===== src/rtl/ps2_rx_fifo_receiver_pkg.sv =====
// Shared constants for the PS/2 receiver: FSM encoding,
// frame geometry and the odd-parity check.
package ps2_pkg;

  localparam int PS2_DATA_BITS  = 8;
  localparam int PS2_FRAME_BITS = 11;

  localparam logic [1:0] ST_IDLE   = 2'd0;
  localparam logic [1:0] ST_DATA   = 2'd1;
  localparam logic [1:0] ST_PARITY = 2'd2;
  localparam logic [1:0] ST_STOP   = 2'd3;

  // True when data plus parity hold an odd number of ones.
  function automatic logic parity_ok(
    input logic [PS2_DATA_BITS-1:0] d,
    input logic                     p
  );
    return ^{d, p};
  endfunction

endpackage


===== src/rtl/ps2_rx_fifo_receiver_if.sv =====
// Byte stream handshake out of the receiver FIFO.
// master: rx_data/rx_valid/rx_level out, rx_ready in.
interface ps2_rx_fifo_receiver_if #(
  parameter int FIFO_DEPTH = 4
) ();

  localparam int LW = $clog2(FIFO_DEPTH) + 1;

  logic [7:0]    rx_data;
  logic          rx_valid;
  logic          rx_ready;
  logic [LW-1:0] rx_level;

  modport master (
    output rx_data,
    output rx_valid,
    output rx_level,
    input  rx_ready
  );

  modport slave (
    input  rx_data,
    input  rx_valid,
    input  rx_level,
    output rx_ready
  );

endinterface


===== src/rtl/ps2_rx_fifo_receiver_line_filter.sv =====
// Synchroniser plus stability filter for one PS/2 line.
// Ports: clk, rst, pad (async in), line (filtered out).
module ps2_line_filter #(
  parameter int   SYNC_STAGES = 2,
  parameter int   FILTER_LEN  = 4,
  parameter logic RST_VAL     = 1'b1
) (
  input  logic clk,
  input  logic rst,
  input  logic pad,
  output logic line
);

  localparam int CW = $clog2(FILTER_LEN + 1);

  logic [SYNC_STAGES-1:0] sync;
  logic [CW-1:0]          cnt;
  logic                   s_out;

  assign s_out = sync[SYNC_STAGES-1];

  // cnt counts consecutive synchronised samples that
  // disagree with the filtered line; any agreement resets it.
  always_ff @(posedge clk) begin
    if (rst) begin
      sync <= {SYNC_STAGES{RST_VAL}};
      cnt  <= '0;
      line <= RST_VAL;
    end else begin
      sync <= {sync[SYNC_STAGES-2:0], pad};
      if (s_out == line) begin
        cnt <= '0;
      end else if (cnt == CW'(FILTER_LEN - 1)) begin
        line <= s_out;
        cnt  <= '0;
      end else begin
        cnt <= cnt + 1'b1;
      end
    end
  end

endmodule


===== src/rtl/ps2_rx_fifo_receiver.sv =====
// PS/2 device-to-host receiver with frame decode, error
// pulses and a FWFT byte FIFO on the rx handshake port.
module ps2_rx_fifo_receiver
  import ps2_pkg::*;
#(
  parameter int SYNC_STAGES    = 2,
  parameter int FILTER_LEN     = 4,
  parameter int SAMPLE_EDGE    = 0,
  parameter int TIMEOUT_CYCLES = 20000,
  parameter int FIFO_DEPTH     = 4
) (
  input  logic                   clk,
  input  logic                   rst,
  input  logic                   ps2_clk,
  input  logic                   ps2_data,
  ps2_rx_fifo_receiver_if.master rx,
  output logic                   parity_err,
  output logic                   frame_err,
  output logic                   timeout_err,
  output logic                   overflow,
  output logic                   busy
);

  localparam int AW = $clog2(FIFO_DEPTH);
  localparam int LW = AW + 1;
  localparam int TW = $clog2(TIMEOUT_CYCLES + 1);
  localparam int DB = PS2_DATA_BITS;

  logic clk_f, data_f, clk_q, strobe;

  ps2_line_filter #(
    .SYNC_STAGES(SYNC_STAGES),
    .FILTER_LEN (FILTER_LEN),
    .RST_VAL    (1'b1)
  ) u_clk_filt (
    .clk (clk),
    .rst (rst),
    .pad (ps2_clk),
    .line(clk_f)
  );

  ps2_line_filter #(
    .SYNC_STAGES(SYNC_STAGES),
    .FILTER_LEN (FILTER_LEN),
    .RST_VAL    (1'b1)
  ) u_data_filt (
    .clk (clk),
    .rst (rst),
    .pad (ps2_data),
    .line(data_f)
  );

  assign strobe = (SAMPLE_EDGE != 0) ?
                  (clk_f & ~clk_q) :
                  (~clk_f & clk_q);

  logic [1:0]    state;
  logic [2:0]    bit_cnt;
  logic [DB-1:0] shreg;
  logic          par;
  logic [TW-1:0] to_cnt;
  logic          push;

  assign busy = (state != ST_IDLE);

  // The stop strobe pushes straight into the FIFO so the
  // byte is visible on the very next cycle.
  assign push = strobe && (state == ST_STOP) &&
                data_f && parity_ok(shreg, par);

  always_ff @(posedge clk) begin
    if (rst) begin
      clk_q       <= 1'b1;
      state       <= ST_IDLE;
      bit_cnt     <= '0;
      shreg       <= '0;
      par         <= 1'b0;
      to_cnt      <= '0;
      parity_err  <= 1'b0;
      frame_err   <= 1'b0;
      timeout_err <= 1'b0;
    end else begin
      clk_q       <= clk_f;
      parity_err  <= 1'b0;
      frame_err   <= 1'b0;
      timeout_err <= 1'b0;
      if (strobe) begin
        to_cnt <= '0;
        unique case (1'b1)
          (state == ST_IDLE): begin
            if (!data_f) begin
              state   <= ST_DATA;
              bit_cnt <= '0;
              shreg   <= '0;
            end
          end
          (state == ST_DATA): begin
            shreg[bit_cnt] <= data_f;
            bit_cnt        <= bit_cnt + 1'b1;
            if (bit_cnt == 3'(DB - 1))
              state <= ST_PARITY;
          end
          (state == ST_PARITY): begin
            par   <= data_f;
            state <= ST_STOP;
          end
          (state == ST_STOP): begin
            state <= ST_IDLE;
            // A bad stop bit masks a parity error.
            if (!data_f)
              frame_err <= 1'b1;
            else if (!parity_ok(shreg, par))
              parity_err <= 1'b1;
          end
          default: state <= ST_IDLE;
        endcase
      end else if (state == ST_IDLE) begin
        to_cnt <= '0;
      end else if (to_cnt == TW'(TIMEOUT_CYCLES - 1)) begin
        to_cnt      <= '0;
        state       <= ST_IDLE;
        timeout_err <= 1'b1;
      end else begin
        to_cnt <= to_cnt + 1'b1;
      end
    end
  end

  logic [DB-1:0] mem [FIFO_DEPTH];
  logic [AW-1:0] wr_ptr, rd_ptr;
  logic [LW-1:0] count;
  logic          full, pop, push_ok;

  assign full    = (count == LW'(FIFO_DEPTH));
  assign pop     = rx.rx_valid & rx.rx_ready;
  // A pop in the same cycle frees the slot the push needs.
  assign push_ok = push & (~full | pop);

  assign rx.rx_valid = (count != '0);
  assign rx.rx_level = count;
  assign rx.rx_data  = rx.rx_valid ? mem[rd_ptr] : '0;

  always_ff @(posedge clk) begin
    if (push_ok)
      mem[wr_ptr] <= shreg;
  end

  always_ff @(posedge clk) begin
    if (rst) begin
      wr_ptr   <= '0;
      rd_ptr   <= '0;
      count    <= '0;
      overflow <= 1'b0;
    end else begin
      overflow <= push & ~push_ok;
      if (push_ok)
        wr_ptr <= wr_ptr + 1'b1;
      if (pop)
        rd_ptr <= rd_ptr + 1'b1;
      unique case ({push_ok, pop})
        2'b10:   count <= count + 1'b1;
        2'b01:   count <= count - 1'b1;
        default: count <= count;
      endcase
    end
  end

endmodule


===== src/flat_wrapper.sv =====
// flat-port wrapper written by rule: the top's interface ports become plain ports
module ps2_rx_fifo_receiver_flat import ps2_pkg::*;
#(
  parameter int SYNC_STAGES    = 2,
  parameter int FILTER_LEN     = 4,
  parameter int SAMPLE_EDGE    = 0,
  parameter int TIMEOUT_CYCLES = 20000,
  parameter int FIFO_DEPTH     = 4
)
  (clk, rst, ps2_clk, ps2_data, parity_err, frame_err, timeout_err, overflow, busy, rx_rx_data, rx_rx_valid, rx_rx_level, rx_rx_ready);
  ps2_rx_fifo_receiver_if #(.FIFO_DEPTH(FIFO_DEPTH)) rx_i ();
  input  logic clk;
  input  logic rst;
  input  logic ps2_clk;
  input  logic ps2_data;
  output logic parity_err;
  output logic frame_err;
  output logic timeout_err;
  output logic overflow;
  output logic busy;
  output wire logic [$bits(rx_i.rx_data)-1:0] rx_rx_data;
  output wire logic [$bits(rx_i.rx_valid)-1:0] rx_rx_valid;
  output wire logic [$bits(rx_i.rx_level)-1:0] rx_rx_level;
  input wire logic [$bits(rx_i.rx_ready)-1:0] rx_rx_ready;
  assign rx_rx_data = rx_i.rx_data;
  assign rx_rx_valid = rx_i.rx_valid;
  assign rx_rx_level = rx_i.rx_level;
  assign rx_i.rx_ready = rx_rx_ready;
  ps2_rx_fifo_receiver #(.SYNC_STAGES(SYNC_STAGES), .FILTER_LEN(FILTER_LEN), .SAMPLE_EDGE(SAMPLE_EDGE), .TIMEOUT_CYCLES(TIMEOUT_CYCLES), .FIFO_DEPTH(FIFO_DEPTH)) u_core (.clk(clk), .rst(rst), .ps2_clk(ps2_clk), .ps2_data(ps2_data), .rx(rx_i), .parity_err(parity_err), .frame_err(frame_err), .timeout_err(timeout_err), .overflow(overflow), .busy(busy));
endmodule

===== config.mk =====
export PLATFORM = sky130hd
export DESIGN_NAME = ps2_rx_fifo_receiver_flat
export DESIGN_NICKNAME = d
export VERILOG_FILES = /design/src/rtl/ps2_rx_fifo_receiver_pkg.sv /design/src/rtl/ps2_rx_fifo_receiver_if.sv /design/src/rtl/ps2_rx_fifo_receiver_line_filter.sv /design/src/rtl/ps2_rx_fifo_receiver.sv /design/src/flat_wrapper.sv
export SDC_FILE = /design/constraint.sdc
export NUM_CORES = 1
export LEC_CHECK = 0
export ABC_AREA = 1
export CORE_UTILIZATION = 59
export DETAILED_ROUTE_END_ITERATION = 6
export GPL_TIMING_DRIVEN = 0
export PLACE_DENSITY = 0.79
export SLEW_MARGIN = 25
export SYNTH_ARGS = -nofsm -noshare
export SYNTH_HDL_FRONTEND = slang
export SYNTH_SLANG_ARGS = --single-unit

===== constraint.sdc =====
create_clock -name clk -period 2.5 [get_ports clk]
set_input_delay 0.375 -clock clk [delete_from_list [all_inputs] [get_ports clk]]
set_output_delay 0.375 -clock clk [all_outputs]
set_load 0.02 [all_outputs]

==> results of run 1 <==
timing repair:
action,4_1_cts,5_1_grt
resized for setup,3,5
endpoints found under the setup margin,8,5
setup buffers,0,0
pin swaps,0,0
flip-flops by register name, summed over array words and instances, names as in the netlist, 3 cells and up, named ones only:
signal and count:
u_core.to_cnt 15, u_core.u_clk_filt.cnt 3, u_core.shreg 8, u_core.rx.rx_level 3, u_core.mem 32, u_core.u_data_filt.cnt 3
u_core.bit_cnt 3
how the worst max path moves through the flow:
| stage | from | end | depth (start not counted) |
|---|---|---|---|
| after floorplan | u_core.rx.rx_level[0] | u_core.rx.rx_level[1] | 9 |
| after global placement | flip-flop | rx_rx_data[5] | 7 |
| after detailed placement | flip-flop | rx_rx_data[5] | 7 |
| after CTS | flip-flop | rx_rx_data[5] | 6 |
| after global routing | flip-flop | rx_rx_data[7] | 6 |
| final | flip-flop | rx_rx_data[0] | 6 |
Yosys cell counts, types with 4 or more instances:
cell type / count / area share (%)
nor3_1: 13 / 1.7
clkbuf_1: 7 / 0.69
edfxtp_1: 32 / 25
nand3_1: 12 / 1.6
ha_1: 16 / 5.3
o21ai_1: 5 / 0.66
nor2_1: 62 / 6.1
o21ai_0: 32 / 4.2
dfxtp_1: 55 / 29
a21oi_1: 41 / 5.4
inv_2: 8 / 0.79
nand4_1: 5 / 0.82
inv_1: 44 / 4.3
or2_2: 5 / 0.82
nand2_1: 59 / 5.8
nand2_2: 4 / 0.66
worst max-delay path, delay by kind of cell (launching register included):
family                 cells  cell delay (ns)
buffers and inverters      2             0.86
AND/OR/NAND/NOR            2             0.17
AO/OA/AOI/OAI              2             0.22
flip-flops                 1             0.43
metal layers:
metal  GRT usage [%]  vias to the layer above  wire (um)
met5               0                        -          0
met4           10.88                        0         64
met3           4.176                        6        154
met2           42.23                       26       3600
met1           23.40                     1318       3053
li1                -                     1485          -
logic make-up after synthesis:
| kind of cell | Yosys count | synth area share (%) |
|---|---|---|
| AND/OR/NAND/NOR | 175 | 21.34 |
| flip-flops | 87 | 54.10 |
| AO/OA/AOI/OAI | 83 | 11.29 |
| buffers and inverters | 62 | 6.107 |
| adder cells (fa/ha/maj) | 17 | 5.778 |
| XOR/XNOR | 6 | 1.379 |
metrics by stage:
step	instance area (um^2)	power [mW]	std cells	utilization, %	setup slack [ns]
3_3_place_gp	4105	1.516	525	67.73	0.1296
5_1_grt	4324	2.597	538	71.35	0.005506
4_1_cts	4312	2.545	538	71.14	0.03283
6_report	4324	2.533	538	71.35	0.1096
3_5_place_dp	4105	1.517	525	67.73	0.05301
2_1_floorplan	3811	1.507	430	-	0.6079
power by group:
part	switching (mW)	internal [mW]	total (mW)
Clock	0.462	0.586	1.05
Combinational	0.0136	0.00948	0.0231
Sequential	0.00190	1.46	1.46
Total	0.478	2.05	2.53
cell type report:
type                            instances  share of cell area, %
Buffer                                  5                 0.4630
Clock buffer                           12                  3.356
Clock inverter                          4                  1.591
Inverter                               54                  4.687
Multi-Input combinational cell        281                  35.07
Sequential cell                        87                  47.74
Tap cell                               75                  2.170
Timing Repair Buffer                   20                  4.919
==> metrics, run 1 <==
hold worst-path end=u_core.u_data_filt.sync[1]; total number of vias=2,835; Reg2Reg Setup Slack=0.25 ns; critical path cell sequence=clkbuf_2 > nor2_1 > nor2_1 > o21ai_0 > a21oi_1 > clkdlybuf4s50_1; origin of the critical flop-to-flop path=u_core.shreg[7]; drt via density=5.270; CP endpoint kind=primary output; core area=6061 um^2; Leakage Power=1.731 nW; CTS H-tree lvls=3; nets@finish=480; unrepaired setup endpoints after global routing=no; ant diodes=0; PortBufs=20; die height=82.37 um; Cells after Synth=430; Worst Skew=0.008132 ns; DIE AREA=6785 um^2; R2R depth=10; Crit Path Class=flip-flop to primary output; Hold Path Stages=1; Worst path slowest cell=clkdlybuf4s50_1; row count=28; Die W=82.37 um; commonest non-fill, non-tap cell in the layout=nor2_1; GR Overflow Total=0; Starting Density=62.88%; predominant post-synthesis flop cell=dfxtp_1; final setup TNS=0 ns; Multi-input gate area=1516 um^2; Slew HR=50.59%; Critical Path RT=2.12 ns; Crit Reg-Reg Endpoint=u_core.mem[0][7]; Most Frequent Cell on Critical Path=nor2_1; Netlist cell types=32; setup violators final=0; 1st-iter DRT viols=104; Synth async-reset ratio=0%; register area=2064 um^2; cts hold-fix bufs=0; Peak Freq=418.3 MHz; Hold WC Path Type=flip-flop to flip-flop; EDFF count, synth=32; vias in the first global route=2,715; first-pass GRT wire length=11,270 um; DRT Pass-1 Iters=4; largest driver fanout on the critical path=10; maximum VDD drop=0.4377 mV; fillers=470; hold path startpoint=u_core.u_data_filt.sync[0]; Syn Nets=452; flop and latch count out of synthesis=87; CTS tree=built; maxcap violations=0; Hold Vio Cnt, Final=0; Final ANT Viol Nets=0; worst-margin pin slew=0.7384 ns; final worst path period share=95.62%; Largest stage delay, worst path=0.61 ns; PD cells=585.7 nW/um^2; startpoint types=flip-flop; io pins=22; root buf cell=clkbuf_8; layout cells sized above 1=10.37%; Worst EP arrival=2.02 ns; Final Critical Period=2.390 ns; CTS buffer count=9; All-Layer GR Usage=22.30%; most frequent cells in the layout=nor2_1, nand2_1, dfxtp_1; clk buf depth=2; antenna violations before repair=0; drt drc=0; Ys Warns=0; WL final=6872 um; largest net degree at the start of global routing=17; clock slew at reported path FFs=0.08 ns; Slew Limit Fails=0; syn avg cell area=8.863 um^2; clk_lat worst skew=0.35 ns; cell area after synthesis=3811 um^2; clk sink count=87; routed len/inst=12.77 um; placed wire-length estimate=4993 um; outcome=finished, final reports clean; final hold slack=0.4203 ns; sequential fraction of the synthesis area=54.10%; area delta synth->final=13.46%; RePlAce Congestion=0.8094
(Power assumes the default switching activity.)
==> run 2, diff against run 1 <==
Settings changed: CELL_PAD_IN_SITES_DETAIL_PLACEMENT set to 1, CELL_PAD_IN_SITES_GLOBAL_PLACEMENT set to 1, CORE_UTILIZATION 59 to 46, PLACE_DENSITY 0.79 to not set, PLACE_DENSITY_LB_ADDON set to 0.1, SYNTH_HIERARCHICAL set to 1.
Clock period 2.5 ns to 2.45 ns, I/O delays scaled along.
==> run 2 against run 1 <==
The run now ends with DRC left. Total power increased by 1.7%. Synthesized cell count is 7.7% higher. Setup slack better by 0.070 ns. Highest routed layer unchanged. Sequential share of layout area is 3.5 points lower. Die area grew 37%. Critical endpoint is now rx_rx_data[6]. Via count increased by 11%.
==> metrics, run 2 <==
outcome=complete, but fails checks (was finished, final reports clean); failing checks=DRC; syn avg cell area=8.883 um^2 (was 8.863 um^2); Final ANT Viol Nets=0 (unchanged); placed wire-length estimate=6616 um (was 4993 um); RePlAce Congestion=0.8177 (was 0.8094); met1 track demand over resource=23.07% (was 23.40%); critical path cell sequence=buf_2 > buf_2 > nor2_1 > nor2_1 > o21ai_0 > a21oi_1 > dlygate4sd2_1 (was clkbuf_2 > nor2_1 > nor2_1 > o21ai_0 > a21oi_1 > clkdlybuf4s50_1); largest driver fanout on the critical path=10 (unchanged); WL final=8757 um (was 6872 um); maxcap violations=0 (unchanged); Post-Route Utilization=54.27% (was 71.35%); ant diodes=0 (unchanged); met2 Resource Use GR=38.56% (was 42.23%); Starting Density=47.39% (was 62.88%); first-pass GRT wire length=14,570 um (was 11,270 um); predominant post-synthesis flop cell=dfxtp_1 (unchanged); Crit Reg-Reg Endpoint=u_core/rx.rx_level[2] (was u_core.mem[0][7]); Slew HR=50.49% (was 50.59%); count leader, synth=nand2_1 (was nor2_1); io pins=22 (unchanged); Placed Cells=592 (was 525); cts hold-fix bufs=0 (unchanged); Hold Vio Cnt, Final=0 (unchanged); worst-margin pin slew=0.7399 ns (was 0.7384 ns); row count=34 (was 28); Syn Nets=486 (was 452); GRT busiest layer=met2 (unchanged); nets@finish=516 (was 480); vias in the first global route=3,207 (was 2,715); final setup TNS=0 ns (unchanged); Leakage Power=1.836 nW (was 1.731 nW); origin of the critical flop-to-flop path=u_core/shreg[0] (was u_core.shreg[7]); Biggest register=u_core/mem (was u_core.mem); All-Layer GR Usage=20.63% (was 22.30%); core area=8678 um^2 (was 6061 um^2); Area contributors post-synth=dfxtp_1, edfxtp_1, nand2_1, nor2_1, ha_1 (was dfxtp_1, edfxtp_1, nor2_1, nand2_1, a21oi_1); die height=96.56 um (was 82.37 um); R2R depth=16 (was 10); post-synth top area share=26.77% (was 28.89%); clk_lat worst skew=0.34 ns (was 0.35 ns); post-CTS setup buffers=0 (unchanged); GR Overflow Total=0 (unchanged); drt drc=1 (was 0); PortBufs=21 (was 20); Worst path slowest cell=dlygate4sd2_1 (was clkdlybuf4s50_1); setup violators final=0 (unchanged); Worst Path Buf+Inv=3 (was 2); clk sink count=87 (unchanged); Critical Path RT=2.08 ns (was 2.12 ns); critical path depth=7 (was 6); CP endpoint kind=primary output (unchanged); area delta synth->final=14.51% (was 13.46%); Peak Freq=440.4 MHz; area leader, netlist=dfxtp_1 (unchanged); Final Critical Period=2.270 ns; clk buf depth=2 (unchanged); root buf cell=clkbuf_8 (unchanged); Synth async-reset ratio=0% (unchanged); Cells after Synth=463 (was 430); most frequent cells in the layout=nand2_1, nor2_1, inv_1 (was nor2_1, nand2_1, dfxtp_1); commonest cells in the synthesized netlist=nand2_1, nor2_1, dfxtp_1, inv_1, a21oi_1 (was nor2_1, nand2_1, dfxtp_1, inv_1, a21oi_1); antenna violations before repair=0 (unchanged); Largest register FFs=32 (unchanged); drt via density=5.206 (was 5.270); DIE AREA=9323 um^2 (was 6785 um^2); Die W=96.56 um (was 82.37 um); maximum VDD drop=0.2783 mV (was 0.4377 mV); routed len/inst=14.45 um (was 12.77 um); Worst Skew=0.008822 ns (was 0.008132 ns); Setup crit end=rx_rx_data[6] (was rx_rx_data[0]); startpoint types=flip-flop (unchanged); CTS buffer count=9 (unchanged); sequential fraction of the synthesis area=50.14% (was 54.10%); Reg2Reg Setup Slack=0.24 ns (was 0.25 ns); Hold WC Path Type=flip-flop to flip-flop (unchanged); Worst EP arrival=1.90 ns (was 2.02 ns); EDFF count, synth=32 (unchanged); Crit Path Class=flip-flop to primary output (unchanged); Largest stage delay, worst path=0.35 ns (was 0.61 ns); CP delay by family, top=buffers and inverters (unchanged); DRT Pass-1 Iters=6 (was 4); commonest non-fill, non-tap cell in the layout=nand2_1 (was nor2_1); total number of vias=3,155 (was 2,835); flop and latch count out of synthesis=87 (unchanged); layout cells sized above 1=18.67% (was 10.37%); largest registers=u_core/mem: 32 flops, u_core/to_cnt: 15 flops, u_core/shreg: 8 flops (was u_core.mem: 32 flops, u_core.to_cnt: 15 flops, u_core.shreg: 8 flops); largest net degree at the start of global routing=17 (unchanged); final worst path period share=92.67%; CTS tree=built (unchanged); clock slew at reported path FFs=0.08 ns (about the same); Netlist cell types=44 (was 32); Ys Warns=6 (was 0); PD cells=546.9 nW/um^2 (was 585.7 nW/um^2); CTS H-tree lvls=3 (unchanged); cell area after synthesis=4113 um^2 (was 3811 um^2); Slew Limit Fails=0 (unchanged); met3 Usage GRT=4.147% (was 4.176%); 1st-iter DRT viols=65 (was 104); fin cells=606 (was 538)
[run 2: cell types whose count changed in the layout (fill, tap and decap cells not counted), sizes merged, moves of 3 or more]
cell and delta:
dlygate4sd2 +8, inv +10, nand2 +16, a31oi +3
buf +6, nand3 +7, a21oi -5, clkbuf -7
dlymetal6s2s -5
[run 2: power breakdown]
| part | leakage [nW] | internal, mW | switching (mW) |
|---|---|---|---|
| clock network | 0.106 | 0.572 | 0.489 |
| logic | 0.984 | 0.0122 | 0.0179 |
| registers | 0.746 | 1.48 | 0.00172 |
[run 2: worst min path at each step]
stage	startpoint	to	slack (ns)	cells past startpoint
6_report	u_core/u_data_filt/sync[0]	u_core/u_data_filt/sync[1]	0.42	1
5_1_grt	u_core/u_clk_filt/sync[0]	u_core/u_clk_filt/sync[1]	0.44	1
4_1_cts	u_core/u_data_filt/sync[0]	u_core/u_data_filt/sync[1]	0.42	1
3_5_place_dp	u_core/u_clk_filt/sync[0]	u_core/u_clk_filt/sync[1]	0.40	1
3_3_place_gp	u_core/u_clk_filt/sync[0]	u_core/u_clk_filt/sync[1]	0.39	1
2_1_floorplan	u_core/u_clk_filt/sync[0]	u_core/u_clk_filt/sync[1]	0.39	1
[run 2: metrics by stage]
stage	power, mW	hold WS [ns]	area (um^2)	setup WS [ns]
2_1_floorplan	1.542	0.3895	4113	0.2684
3_3_place_gp	1.554	0.3911	4458	0.08279
3_5_place_dp	1.555	0.4047	4458	0.01749
4_1_cts	2.618	0.4247	4657	0.009682
5_1_grt	2.672	0.4406	4710	-0.003744
6_report	2.576	0.4173	4710	0.1796
[run 2: routing by layer]
layer  vias up  wire, um  share of wire (%)
met4         0       163                1.9
met1      1512      3658                 42
met5         -         0                  0
li1       1594         -                  -
met3        14       173                2.0
met2        35      4761                 54
[run 2: layout make-up]
class / instances / area, um^2
clock buffer: 10 / 127.6
tap: 108 / 135.1
inverter: 62 / 240.2
clock inverter: 6 / 85.08
timing repair buffer: 21 / 200.2
multi-input combinational: 306 / 1790
fill: 1047 / 3969
sequential: 87 / 2085
buffer: 6 / 46.29
[run 2: cell families (layout without fill, tap and decap cells)]
kind of cell / Yosys count / in the layout / share of synthesized area (%)
AND/OR/NAND/NOR: 202 / 202 / 24.03
adder cells (fa/ha/maj): 18 / 18 / 5.659
flip-flops: 87 / 87 / 50.14
buffers and inverters: 70 / 105 / 7.149
AO/OA/AOI/OAI: 83 / 83 / 12.38
XOR/XNOR: 3 / 3 / 0.6390
[run 2: worst reg2reg max path, cell delays in order (launching register included)]
cell,delay [ns]
dfxtp_4,0.37
inv_1,0.05
nand2_1,0.07
nand2_1,0.10
nand2_2,0.09
nand2_2,0.08
nand2_2,0.07
nand2_2,0.08
nand2_2,0.06
nand3_4,0.12
ha_2,0.19
inv_2,0.05
fa_2,0.37
a21oi_2,0.14
o21ai_1,0.08
o21ai_1,0.13
a21oi_1,0.05
[run 2: timing repair]
action	4_1_cts	5_1_grt
gates resized for setup	11	23
setup endpoints to repair	9	2
pin swaps	0	4
==> run 3, diff against run 2 <==
Settings changed: SETUP_SLACK_MARGIN set to 0.15.
==> run 3 against run 2 <==
Worst hold slack is essentially flat. First-iteration DRC count stayed put. Combinational power barely moved. Largest power group unchanged. Non-clock buffer count rose by 9. Clock power hardly changed. The flow still finishes with violations (DRC). Die area unchanged. Core utilization increased by 0.91 points. Maximum frequency rose by 2.9%. Critical path depth rose by 8. Critical endpoint is now u_core/rx.rx_level[2]. Cell count is 1.5% higher.
==> metrics, run 3 (same netlist as run 2, synthesis figures left out) <==
CTS H-tree lvls=3 (unchanged); layout cells sized above 1=22.09% (was 18.67%); Starting Density=47.39% (unchanged); drt drc=1 (unchanged); RePlAce Congestion=0.8177 (unchanged); vias in the first global route=3,245 (was 3,207); area delta synth->final=16.43% (was 14.51%); antenna violations before repair=0 (unchanged); setup violators final=0 (unchanged); Worst Skew=0.007881 ns (was 0.008822 ns); DRT Pass-1 Iters=6 (unchanged); worst-margin pin slew=0.7559 ns (was 0.7399 ns); CP endpoint kind=flip-flop (was primary output); first-pass GRT wire length=14,660 um (was 14,570 um); WL final=9123 um (was 8757 um); Setup WS post-layout=0.2430 ns (was 0.1796 ns); dpl ws=0.01749 ns (unchanged); nets@finish=525 (was 516); failing checks=DRC (unchanged); clk sink count=87 (unchanged); maxcap violations=0 (unchanged); All-Layer GR Usage=20.80% (was 20.63%); Worst EP arrival=2.45 ns (was 1.90 ns); core area=8678 um^2 (unchanged); Seq pwr share=57.6% (was 57.7%); placed wire-length estimate=6616 um (unchanged); Placed Cells=592 (unchanged); Hold WC Path Type=flip-flop to flip-flop (unchanged); drt via density=5.193 (was 5.206); Clock Power Share=41.3% (was 41.2%); commonest non-fill, non-tap cell in the layout=nand2_1 (unchanged); clk buf depth=2 (unchanged); Die W=96.56 um (unchanged); met2 WL=5009 um (was 4761 um); Final Power=2.579 mW (was 2.576 mW); ant diodes=0 (unchanged); fillers=1,041 (was 1,047); P_sw=0.5122 mW (was 0.5084 mW); Final Critical Period=2.207 ns (was 2.270 ns); PD cells=538.6 nW/um^2 (was 546.9 nW/um^2); register area=2088 um^2 (was 2085 um^2); row count=34 (unchanged); Largest register FFs=32 (unchanged); fin cells=615 (was 606); largest net degree at the start of global routing=15 (was 17); Peak Freq=453.1 MHz (was 440.4 MHz); 1st-iter DRT viols=65 (unchanged); startpoint types=flip-flop (unchanged); largest registers=u_core/mem: 32 flops, u_core/to_cnt: 15 flops, u_core/shreg: 8 flops (unchanged); routed len/inst=14.83 um (was 14.45 um); PortBufs=21 (unchanged); Combinational Power Share=1.2% (about the same); Leakage Power=1.859 nW (was 1.836 nW); DR WL met3=190 um (was 173 um); most frequent cells in the layout=nand2_1, nor2_1, inv_1 (unchanged); Slew HR=49.42% (was 50.49%); Slew Limit Fails=0 (unchanged); Hold Vio Cnt, Final=0 (unchanged); Multi-input gate area=1807 um^2 (was 1790 um^2); clock slew at reported path FFs=0.08 ns (about the same); final worst path period share=90.08% (was 92.67%); total number of vias=3,194 (was 3,155); largest driver fanout on the critical path=7 (was 10); die height=96.56 um (unchanged); Critical Path RT=2.69 ns (was 2.08 ns); sw frac=19.86% (was 19.74%); final setup TNS=0 ns (unchanged); maximum VDD drop=0.2725 mV (was 0.2783 mV); Biggest register=u_core/mem (unchanged); CTS tree=built (unchanged); DIE AREA=9323 um^2 (unchanged); GR Overflow Total=0 (unchanged); clk_lat worst skew=0.35 ns (was 0.34 ns); top sig layer=met4 (unchanged); unrepaired setup endpoints after global routing=yes; CTS buffer count=9 (unchanged); io pins=22 (unchanged); Crit Path Class=flip-flop to flip-flop (was flip-flop to primary output); root buf cell=clkbuf_8 (unchanged); Pint=2.067 mW (about the same); wl on met1=3754 um (was 3658 um); Final ANT Viol Nets=0 (unchanged); outcome=complete, but fails checks (unchanged)
==> run 3: area by class of cell <==
type                    instances  share of cell area (%)
multi-input cells             306                   37.73
inverters                      62                   5.095
plain buffers                   8                   1.280
well taps                     108                   2.822
clock inverters                 6                   1.777
clock buffers                  10                   2.665
flip-flops and latches         87                   43.61
repair buffers                 28                   5.017
==> run 3: path summary, 6_finish.rpt <==
kind                         startpoint  slack (ns)  depth (start not counted)                    endpoint
max reg2reg             u_core/shreg[2]        0.24                         15       u_core/rx.rx_level[2]
min reg2reg  u_core/u_data_filt/sync[0]        0.42                          1  u_core/u_data_filt/sync[1]
max                     u_core/shreg[2]        0.24                         15       u_core/rx.rx_level[2]
min          u_core/u_data_filt/sync[0]        0.42                          1  u_core/u_data_filt/sync[1]
==> run 3: critical path, cell delays in order, from the launching register on <==
cell and delay [ns]:
dfxtp_4 0.39, inv_1 0.07, nand2_1 0.07, nand2_1 0.09, nand2_1 0.09, nand2_1 0.09, inv_1 0.07, nand3_2 0.10
nand3_4 0.14, ha_4 0.15, inv_2 0.06, fa_2 0.38, a21oi_2 0.16, o21ai_2 0.07, o21ai_1 0.13, a21oi_1 0.05
==> run 3: timing repair <==
item | in CTS | in global routing
buffers inserted | 1 | 6
hold buffers | 0 | 0
resized for setup | 23 | 33
pin swaps | 1 | 4
setup endpoints to repair | 10 | 13
==> run 3: routing by layer <==
layer | up-vias | track usage, %
li1 | 1620 | -
met1 | 1528 | 23.08
met2 | 33 | 39.14
met3 | 13 | 4.147
met4 | 0 | 7.230
met5 | - | 0
==> run 3: stage by stage <==
stage                     util (%)  hold WS, ns  instance area, um^2
final                        55.18       0.4173                 4788
after global placement       51.37       0.3911                 4458
after detailed placement     51.37       0.4047                 4458
after floorplan                  -       0.3895                 4113
after CTS                    54.08       0.4247                 4693
after global routing         55.18       0.4406                 4788
==> run 3: power groups by stage <==
stage / clock network (mW) / logic (mW) / registers [mW]
global route: 1.15 / 0.0345 / 1.49
detailed placement: 0 / 0.0304 / 1.52
global placement: 0 / 0.0298 / 1.52
CTS: 1.10 / 0.0307 / 1.49
finish: 1.06 / 0.0303 / 1.48
floorplan: 0 / 0.0177 / 1.52
